## src/rtl/hold_until_eot_if.sv

```systemverilog
// hold_until_eot_if: valid/ready/data handshake channel.
interface hold_until_eot_if #(parameter int W = 16);
   logic         valid;
   logic         ready;
   logic [W-1:0] data;
   modport master (output valid, data, input ready);
   modport slave (input valid, data, output ready);
endinterface

```

## src/rtl/hold_until_eot.sv

```systemverilog
// hold_until_eot: buffers a frame until its eot beat (or until the buffer fills),
// then replays it and issues a one-beat {eot, count} token for a release gate.
module hold_until_eot #(
   parameter int W_DIN  = 16,
   parameter int DEPTH  = 16,
   parameter int W_DONE = 16
) (
   input  logic             clk,
   input  logic             rst,
   hold_until_eot_if.slave  din,
   hold_until_eot_if.master dout,
   hold_until_eot_if.master done
);
   localparam int AW = $clog2(DEPTH);
   localparam int OW = AW + 1;
   localparam int CW = W_DONE - 1;
   typedef enum logic [1:0] {S_FILL, S_DRAIN, S_STREAM, S_DONE} state_t;
   state_t           r_state, w_next;
   logic [W_DIN-1:0] r_mem [DEPTH];
   logic [AW-1:0]    r_wr_ptr, r_rd_ptr;
   logic [OW-1:0]    r_occ;
   logic [CW-1:0]    r_cnt;
   logic             r_eot_in;
   logic             w_full, w_empty, w_wr, w_rd;
   assign w_full  = r_occ == OW'(DEPTH);
   assign w_empty = r_occ == '0;
   assign w_wr    = din.valid && din.ready;
   assign w_rd    = dout.valid && dout.ready;
   always_ff @(posedge clk) begin
      if (rst) r_state <= S_FILL;
      else     r_state <= w_next;
   end
   always_comb begin
      w_next = r_state;
      case (r_state)
         S_FILL:
            if (w_wr) w_next = din.data[W_DIN-1] ? S_DRAIN : (r_occ == OW'(DEPTH-1)) ? S_STREAM : S_FILL;
         S_DRAIN, S_STREAM:
            if (w_rd && dout.data[W_DIN-1]) w_next = S_DONE;
         default:
            if (done.ready) w_next = S_FILL;
      endcase
   end
   // valids depend only on state and occupancy, never on a ready input
   always_comb begin
      din.ready  = (r_state == S_FILL) ? !w_full : (r_state == S_STREAM) ? (!w_full && !r_eot_in) : 1'b0;
      dout.valid = (r_state == S_DRAIN || r_state == S_STREAM) && !w_empty;
      dout.data  = r_mem[r_rd_ptr];
      done.valid = r_state == S_DONE;
      done.data  = {1'b1, r_cnt};
   end
   always_ff @(posedge clk) begin
      if (w_wr) r_mem[r_wr_ptr] <= din.data;
   end
   always_ff @(posedge clk) begin
      if (rst) begin
         r_wr_ptr <= '0;
         r_rd_ptr <= '0;
         r_occ    <= '0;
         r_cnt    <= '0;
         r_eot_in <= 1'b0;
      end else begin
         if (w_wr) r_wr_ptr <= r_wr_ptr + AW'(1);
         if (w_rd) r_rd_ptr <= r_rd_ptr + AW'(1);
         r_occ <= r_occ + OW'(w_wr) - OW'(w_rd);
         if (r_state == S_DONE && done.ready) r_cnt <= '0;
         else if (w_wr && !(&r_cnt)) r_cnt <= r_cnt + CW'(1);
         if (r_state == S_DONE) r_eot_in <= 1'b0;
         else if (w_wr && din.data[W_DIN-1]) r_eot_in <= 1'b1;
      end
   end
endmodule
```

## src/flat_wrapper.sv

```systemverilog
// flat-port wrapper written by rule: the top's interface ports become plain ports
module hold_until_eot_flat 
#(
   parameter int W_DIN  = 16,
   parameter int DEPTH  = 16,
   parameter int W_DONE = 16
)
  (clk, rst, din_valid, din_data, din_ready, dout_valid, dout_data, dout_ready, done_valid, done_data, done_ready);
  hold_until_eot_if din_i ();
  hold_until_eot_if dout_i ();
  hold_until_eot_if done_i ();
  input  logic clk;
  input  logic rst;
  input wire logic [$bits(din_i.valid)-1:0] din_valid;
  input wire logic [$bits(din_i.data)-1:0] din_data;
  output wire logic [$bits(din_i.ready)-1:0] din_ready;
  output wire logic [$bits(dout_i.valid)-1:0] dout_valid;
  output wire logic [$bits(dout_i.data)-1:0] dout_data;
  input wire logic [$bits(dout_i.ready)-1:0] dout_ready;
  output wire logic [$bits(done_i.valid)-1:0] done_valid;
  output wire logic [$bits(done_i.data)-1:0] done_data;
  input wire logic [$bits(done_i.ready)-1:0] done_ready;
  assign din_i.valid = din_valid;
  assign din_i.data = din_data;
  assign din_ready = din_i.ready;
  assign dout_valid = dout_i.valid;
  assign dout_data = dout_i.data;
  assign dout_i.ready = dout_ready;
  assign done_valid = done_i.valid;
  assign done_data = done_i.data;
  assign done_i.ready = done_ready;
  hold_until_eot #(.W_DIN(W_DIN), .DEPTH(DEPTH), .W_DONE(W_DONE)) u_core (.clk(clk), .rst(rst), .din(din_i), .dout(dout_i), .done(done_i));
endmodule
```

## config.mk

```make
export PLATFORM = sky130hd
export DESIGN_NAME = hold_until_eot_flat
export DESIGN_NICKNAME = d
export VERILOG_FILES = /design/src/rtl/hold_until_eot_if.sv /design/src/rtl/hold_until_eot.sv /design/src/flat_wrapper.sv
export SDC_FILE = /design/constraint.sdc
export NUM_CORES = 1
export LEC_CHECK = 0
export ABC_AREA = 1
export BUFFER_PORTS_ARGS = -buffer_cell sky130_fd_sc_hd__buf_2
export CORE_MARGIN = 1
export CORE_UTILIZATION = 61
export DETAILED_ROUTE_END_ITERATION = 10
export PLACE_DENSITY = 0.88
export SLEW_MARGIN = 10
export SYNTH_ARGS = -nofsm -noshare
export SYNTH_HDL_FRONTEND = slang
export SYNTH_SLANG_ARGS = --single-unit
```

## constraint.sdc

```tcl
create_clock -name clk -period 3.45 [get_ports clk]
set_clock_uncertainty 0.1 [all_clocks]
set_input_delay 0.69 -clock clk [delete_from_list [all_inputs] [get_ports clk]]
set_output_delay 0.69 -clock clk [all_outputs]
set_load 0.02 [all_outputs]
```

* Word-level counts from Yosys, hierarchy flattened *
Memory sizes are Yosys's and may differ from the RTL's. A register that Yosys moved wholly into a read port is not among the register bits.
Index checks and enable logic that the tools add are counted.
W data, S select, Z words.

word-level totals
  memory bits (writable) = 256
  memory bits (read-only) = 0
  register bits = 31
  word-level logic and storage cells = 52
  latch bits = 0
  input bits = 21
  memories kept = 1
  output and inout bits = 35

memory list
  memory        depth  bits a word  read ports  clocked after memory_dff  wr ports  RTL line              RTL
  u_core.r_mem  16     16           1           1                         1         hold_until_eot.sv:19  logic [W_DIN-1:0] r_mem [DEPTH];

operators by class
  equality and inequality tests = 7
  reductions and logical operators = 21
  $add $sub $neg = 5
  mux-type cells = 12
  multiply operators = 0
  magnitude comparators = 0
  shift operators = 0
  bitwise gates (word level) = 0
  div/mod/pow operators = 0

operator list
  cell                     count
  $add A15 B1 Y15 const B  1
  $reduce_and A15 Y1       1
  $mux W2                  5
  $add A4 B1 Y4 const B    2
  $logic_and A1 B1 Y1      8
  $mux W4                  2
  $reduce_or A2 Y1         3
  $add A5 B1 Y5            1
  $eq A5 B4 Y1 const B     1
  $eq A5 B5 Y1 const B     1
  $logic_not A5 Y1         1
  $sub A5 B1 Y5            1
  $eq A2 B2 Y1 const B     2
  $logic_not A1 Y1         4
  $mux W1                  4
  $ne A2 B1 Y1 const B     2
  $pmux W2 S2              1
  $reduce_and A3 Y1        1
  $reduce_bool A3 Y1       1
  $eq A2 B1 Y1 const B     1
  $logic_not A2 Y1         1
  $logic_or A1 B1 Y1       1

* Depth between registers and ports, before layout *
Gate-level depths: netlist of run 1.

  word-level depth = 8
  depth in mapped cells = 14
  mapped depth without buffers = 14

* Least setup slack after synthesis of run 1 *
Ideal clock, no wire load.

  kind = register -> register
  start = reg u_core.r_state[1]
  end = reg u_core.r_occ[4]
  cell stages (with the launch flop) = 14
  library setup time = 0.128 ns
  data arrival time = 2.218 ns
  slack = 1.004 ns
  buffers on the path = 0
  cell sequence = dfxtp_1 -> inv_1 -> ha_1 -> nand2_1 -> nor2_2 -> ha_1 -> inv_1 -> ha_1 -> inv_1 -> fa_1 -> nor3_1 -> a211oi_1 -> o21ai_0 -> a21oi_1

RTL lines
  item                                                 RTL line              RTL
  start: declaration                                   hold_until_eot.sv:18  state_t r_state, w_next;
  start signal: assignment                             hold_until_eot.sv:31  else r_state <= w_next;
  $eq A2 B1 Y1 / $eq A2 B2 Y1 (equally long branches)  hold_until_eot.sv:47  dout.valid = (r_state == S_DRAIN || r_state == S_STREAM) && !w_empty;
  $logic_or A1 B1 Y1 *                                 hold_until_eot.sv:47
  $logic_and A1 B1 Y1 *                                hold_until_eot.sv:47
  $logic_and A1 B1 Y1 *                                hold_until_eot.sv:28  assign w_rd = dout.valid && dout.ready;
  named net u_core.w_rd                                hold_until_eot.sv:24  logic w_full, w_empty, w_wr, w_rd;
  $sub A5 B1 Y5 *                                      hold_until_eot.sv:65  r_occ <= r_occ + OW'(w_wr) - OW'(w_rd);
  end signal: assignment                               hold_until_eot.sv:65
  end: declaration                                     hold_until_eot.sv:21  logic [OW-1:0] r_occ;

The timed path passes the listed nets; every way through them passes the cells marked *.
A chain may end at the register's enable or synchronous reset.

==> results.txt, run 1 <==
Status: completed
Core area: 18,890 um2
CP max FO: 38
Pwr Density: 690.9 nW/um2
Chip height: 141.5 um
Synthesized area: 11,870 um2
Max VDD drop: 0.0007050 V
Netlist cell types: 41
Clock sinks: 291
Reg clk slew, reported paths: 60 ps
Post-DP HPWL: 15,640 um
Routability Congestion: 0.7942
Top FF cell, synth: edfxtp_1
Critical Path Source Type: register
Root buf cell: clkbuf_16
CP Capture Type: output port
Post-synthesis mux area share: 0%
Pre-CTS setup slack: 737.8 ps
Async SR Flop Fraction: 0%
Design area: 13,380 um2
Vias per std cell: 6.214
Largest family of logic cells by synthesized area: compound AO/OA/AOI/OAI gates
# nets final: 1,058
Yosys warning total: 0
DR WL met2: 13,180 um
Sequential fraction of the synthesis area: 70.67%
Final Max Tran Viols: 0
Global-route wire length before repair: 42,020 um
Core Util, Final: 70.82%
Hold Crit Start: rst
Headroom to the max-slew limit: 39.66%
Total length of routed met3 wires: 2700 um
Synth Area in Compound Gates: 12.24%
Drt wl/cell: 21.09 um
GRT Residual Overflow: 0
Hold Slack: 327.1 ps
Worst Path Arrival: 2480 ps
Post-Route WL: 27,460 um
Initial Utilization: 62.82%
Layout cells sized above 1: 16.03%
DRC viols: 0
Synthesized flop and latch total: 291
Die Span X: 141.5 um
Final hold vios: 0
Drt pass-1 iters: 8
Setup TNS Final: 0 ps
CTS tree: built
Critical path type: register to output port
Worst slew pin tran: 905.1 ps
Hold_buf cts: 0
Max cap viols: 0
Row cnt: 50
Clock buffer depth: 3
Worst Path Required: 2660 ps
Worst Hold Class: input port to register
Vias: 8,090
Largest net degree at the start of global routing: 129
GRT Resource Usage Total: 27.91%
Top layer reached by signal wires: met4
Tcrit/Tclk final: 94.76%
Post_cts resized: 0
Flop2flop setup slack: 730 ps
Clk Latency, worst-skew pair: 530 ps
Cts bufs inserted: 28
F_max: 0.3059 GHz
XOR/XNOR share of the synthesized area: 0.1476%
Final setup viols: 0
Initial antenna violation count: 0
Io pins: 56
Adder-Cell Fraction of Synth Area: 1.855%
Die ar.: 20,020 um2
Antenna Nets Post-Route: 0
Number of global-route vias before repair: 7,871
R2r startpoint: u_core.r_state[1]$_SDFFE_PP0P_
Placement-stage cell area: 12,490 um2
Syn Nets: 999
Tmin final: 3269 ps
Synthesized instance count: 961
Post-synth EDFFs: 256
DRT iter0 DRCs: 918
Number of setup buffers added after CTS: 0
RSZ-0062 raised after global routing: false
Fillcell total: 1,232
Port bufs: 54
Htree depth: 1
Worst setup margin: 180.6 ps
Area Growth Syn to Fin: 12.73%
Synth Area per Inst: 12.35 um2
Leakage: 4.699 nW
Post-synthesis simple-gate area fraction: 10.75%
Ant. Diodes: 0
Met1 wire length: 10,550 um
-- logic make-up (layout without fill, tap and decap cells) --
logic type,after synthesis,after routing
and+or+nand+nor,291,291
AOI/OAI and AO/OA,241,241
adders and majority gates,17,17
other,1,1
DFF,291,291
buffers and inverters,118,199
xor gates and xnor gates,2,2
-- stage by stage --
| stage | total power (W) | cells |
|---|---|---|
| 3_3_place_gp | 0.006197 | 1250 |
| 2_1_floorplan | 0.005672 | 961 |
| 6_report | 0.009244 | 1302 |
| 5_1_grt | 0.009587 | 1302 |
| 3_5_place_dp | 0.006307 | 1250 |
| 4_1_cts | 0.009227 | 1302 |
-- per-layer routing --
layer / vias to the layer above / track usage [%]
met5: - / 0
met4: 0 / 12.00
met3: 102 / 4.354
met2: 520 / 45.91
met1: 3854 / 37.44
li1: 3614 / -
-- layout make-up --
type	count	area, um2	area share [%]
flip-flops and latches	291	8393	62.73
multi-input cells	552	3010	22.50
clock buffers	32	737.0	5.508
repair buffers	83	513.0	3.834
well taps	260	325.3	2.431
inverters	64	244.0	1.823
clock inverters	20	157.7	1.178
-- synth_stat cells (2+ instances only) --
cell type	number	area, um2
nor2_2	5	31.28
o21a_1	2	15.01
nand4_1	5	31.28
clkbuf_1	28	105.1
nand2_4	3	33.78
o211ai_1	11	82.58
a211oi_1	2	15.01
nand3_2	2	20.02
dfxtp_1	35	700.7
a21oi_1	25	125.1
edfxtp_1	256	7687
buf_2	19	95.09
a21oi_2	2	17.52
nor2_8	2	40.04
xor2_1	2	17.52
nand3_1	36	180.2
nand2_2	2	12.51
inv_1	61	229.0
nor3_1	10	50.05
o21ai_1	2	10.01
o21ai_0	135	675.7
o22ai_1	11	68.82
ha_1	16	200.2
nor2_1	148	555.5
o221ai_1	49	429.2
buf_6	5	56.30
nand2_1	73	274.0
-- path summary, 6_finish.rpt --
path	end	cells after the start
hold / removal	u_core.r_occ[1]$_SDFF_PP0_	2
hold reg to reg	u_core.r_rd_ptr[3]$_SDFFE_PP0P_	1
setup / recovery	dout_data[3]	7
setup reg to reg	u_core.r_occ[4]$_SDFF_PP0_	13
-- power by group --
part           leakage (nW)  switching [W]  total (W)  internal (W)
clock network         0.445        0.00127    0.00296       0.00169
registers              2.59      0.0000781    0.00410       0.00402
logic                  1.66        0.00154    0.00219      0.000650
total                  4.70        0.00289    0.00924       0.00635
-- layout by cell type (no fill, tap or decap), types with 21 or more instances in the layout --
cell,n
edfxtp_1,256
o21ai_0,135
nor2_1,132
nand2_1,73
inv_1,60
buf_2,54
o221ai_1,49
nand3_1,36
dfxtp_1,33
clkbuf_16,29
buf_4,27
a21oi_1,25
nor2_2,21
-- state kept, by name (all words and copies together) (netlist names), named ones only --
signal and count:
u_core.r_cnt 15, u_core.r_eot_in 1, u_core.r_state 2, u_core.r_rd_ptr 4, u_core.r_occ 5, u_core.r_mem 256, u_core.r_wr_ptr 4
-- worst max-delay path: stages (launching register included) --
cell	delay, ps
dfxtp_4	360
clkinv_2	370
buf_12	340
o21ai_0	220
o221ai_1	180
o211ai_1	180
nand2_1	110
buf_2	170
(Power assumes the default switching activity.)
==> inputs of run 2 (changes only) <==
--- a/config.mk
+++ b/config.mk
@@ -8,9 +8,9 @@
 export ABC_AREA = 1
 export BUFFER_PORTS_ARGS = -buffer_cell sky130_fd_sc_hd__buf_2
 export CORE_MARGIN = 1
-export CORE_UTILIZATION = 61
+export CORE_UTILIZATION = 37
 export DETAILED_ROUTE_END_ITERATION = 10
-export PLACE_DENSITY = 0.88
+export PLACE_DENSITY = 0.62
 export SLEW_MARGIN = 10
 export SYNTH_ARGS = -nofsm -noshare
 export SYNTH_HDL_FRONTEND = slang
==> run 2 against run 1 <==
Against the previous run: largest cell class unchanged; non-clock buffer count decreased by 1; hold slack got worse by 33 ps; critical path depth is 2 lower; fmax up 0.57%; count of clock-buffer cells in the layout grew 4; via count is 3.9% lower; final area is 1.9% higher.
==> results.txt, run 2 (synthesis gave the netlist of run 1 again) <==
Final hold vios: 0 (unchanged)
CP max stage cell: inv_1 (was clkinv_2)
CP max stage delay: 840 ps (was 370 ps)
Post-Route WL: 28,210 um (was 27,460 um)
Status: completed (unchanged)
Row cnt: 65 (was 50)
Final Max Tran Viols: 0 (unchanged)
Post-DP HPWL: 14,660 um (was 15,640 um)
Die Span X: 181.1 um (was 141.5 um)
Max cap viols: 0 (unchanged)
Design area: 13,630 um2 (was 13,380 um2)
Max reg flops: 256 (unchanged)
Tmin final: 3251 ps (was 3269 ps)
Vias: 7,778 (was 8,090)
Most common cell after layout, fill and taps aside: edfxtp_1 (unchanged)
F_max: 0.3076 GHz (was 0.3059 GHz)
Initial Utilization: 37.61% (was 62.82%)
Layout cells sized above 1: 15.80% (was 16.03%)
Routability Congestion: 0.7727 (was 0.7942)
Max VDD drop: 0.0003990 V (was 0.0007050 V)
Number of setup buffers added after CTS: 0 (unchanged)
# nets final: 1,059 (was 1,058)
Biggest regs: u_core.r_mem (256), u_core.r_cnt (15), u_core.r_occ (5) (unchanged)
Leakage: 4.719 nW (was 4.699 nW)
DRC viols: 0 (unchanged)
Setup TNS Final: 0 ps (unchanged)
Hold_buf cts: 0 (unchanged)
Root buf cell: clkbuf_16 (unchanged)
CP delay by family, top: buffers and inverters (unchanged)
Core Util, Final: 43.20% (was 70.82%)
Number of global-route vias before repair: 7,521 (was 7,871)
CP Capture Type: output port (unchanged)
Port bufs: 54 (unchanged)
Worst Path Required: 2660 ps (about the same)
Flop2flop setup slack: 740 ps (was 730 ps)
Fillcell total: 2,909 (was 1,232)
Initial antenna violation count: 2 (was 0)
Clock sinks: 291 (unchanged)
Clock buffer depth: 3 (unchanged)
Drt wl/cell: 19.51 um (was 21.09 um)
Final setup viols: 0 (unchanged)
Pwr Density: 688.0 nW/um2 (was 690.9 nW/um2)
Global-route wire length before repair: 43,400 um (was 42,020 um)
Ant. Diodes: 0 (unchanged)
Cts bufs inserted: 30 (was 28)
GRT Residual Overflow: 0 (unchanged)
Most frequent cells in the layout: 256 x edfxtp_1, 135 x o21ai_0, 132 x nor2_1 (unchanged)
Largest net degree at the start of global routing: 129 (unchanged)
DRT iter0 DRCs: 675 (was 918)
Clk Latency, worst-skew pair: 560 ps (was 530 ps)
Worst Hold Class: input port to register (unchanged)
Tcrit/Tclk final: 94.22% (was 94.76%)
Placement-stage cell area: 12,680 um2 (was 12,490 um2)
Largest register by flop count: u_core.r_mem (unchanged)
Worst Path Arrival: 2460 ps (was 2480 ps)
Drt pass-1 iters: 5 (was 8)
Io pins: 56 (unchanged)
GRT Resource Usage Total: 17.19% (was 27.91%)
Critical path type: register to output port (unchanged)
Htree depth: 1 (unchanged)
Headroom to the max-slew limit: 21.14% (was 39.66%)
Buf/Inv on CP: 2 (was 3)
Vias per std cell: 5.379 (was 6.214)
Critical Path Source Type: register (unchanged)
Core area: 31,560 um2 (was 18,890 um2)
CP max FO: 25 (was 38)
Reg clk slew, reported paths: 60 ps (about the same)
Worst slew pin tran: 1182 ps (was 905.1 ps)
CTS tree: built (unchanged)
Chip height: 181.1 um (was 141.5 um)
Antenna Nets Post-Route: 0 (unchanged)
Post_cts resized: 0 (unchanged)
RSZ-0062 raised after global routing: false (unchanged)
Die ar.: 32,800 um2 (was 20,020 um2)
Area Growth Syn to Fin: 14.86% (was 12.73%)
Crit-path cells: inv_1 -> o221ai_1 -> nand3_1 -> nand2_1 -> buf_2 (was clkinv_2 -> buf_12 -> o21ai_0 -> o221ai_1 -> o211ai_1 -> nand2_1 -> buf_2)
==> run 2: changes by cell type in the layout (fill, tap and decap cells not counted), moves of 2 or more <==
| cell | delta |
|---|---|
| clkinv_4 | -2 |
| buf_12 | +2 |
| clkinv_2 | -4 |
| clkbuf_1 | +3 |
| clkinv_1 | +2 |
| buf_4 | -3 |
==> run 2: layer usage <==
layer  track usage, %  wire length [um]  up-vias
met1            23.31             12450     3892
met5                0                12        -
li1                 -                 -     3617
met4            4.034               542        2
met3            3.084              1634       44
met2            28.65             13570      223
==> run 2: cell type report <==
cell class | instances | area, um2 | share of cell area, %
clock buffers | 36 | 773.2 | 5.672
well taps | 402 | 503.0 | 3.689
clock inverters | 19 | 177.7 | 1.303
inverters | 64 | 244.0 | 1.790
repair buffers | 82 | 530.5 | 3.891
flip-flops and latches | 291 | 8394 | 61.57
multi-input cells | 552 | 3010 | 22.08
==> run 2: final timing paths <==
| check | startpoint | to | depth (start not counted) |
|---|---|---|---|
| worst max-delay path | register | dout_data[6] | 5 |
| worst min-delay path | rst | u_core.r_occ[1]$_SDFF_PP0_ | 2 |
| worst max register to register | u_core.r_state[1]$_SDFFE_PP0P_ | u_core.r_occ[4]$_SDFF_PP0_ | 13 |
| worst min register to register | u_core.r_rd_ptr[3]$_SDFFE_PP0P_ | register | 1 |
==> run 2: worst register-to-register path, delay by kind of cell, from the launching register on <==
family	cells	cell delay, ps
adder cells (fa/ha/maj)	4	1150
AND/OR/NAND/NOR	3	520
flip-flops	1	350
AO/OA/AOI/OAI	3	290
buffers and inverters	3	170
==> run 2: report_power, final <==
part,total (W),switching [W],internal (W)
Clock,0.00313,0.00131,0.00181
Sequential,0.00409,0.0000720,0.00402
Combinational,0.00216,0.00149,0.000669
Total,0.00938,0.00288,0.00650
==> run 2: per-stage QoR <==
step	total power (W)	std cells	worst slack, ps	hold WS (ps)
3_3_place_gp	0.006306	1391	801.0	333.2
2_1_floorplan	0.005672	961	1004	311.6
3_5_place_dp	0.006338	1391	761.1	341.6
4_1_cts	0.009454	1446	175.8	281.1
5_1_grt	0.009849	1446	54.90	291.6
6_report	0.009380	1446	199.3	294.2
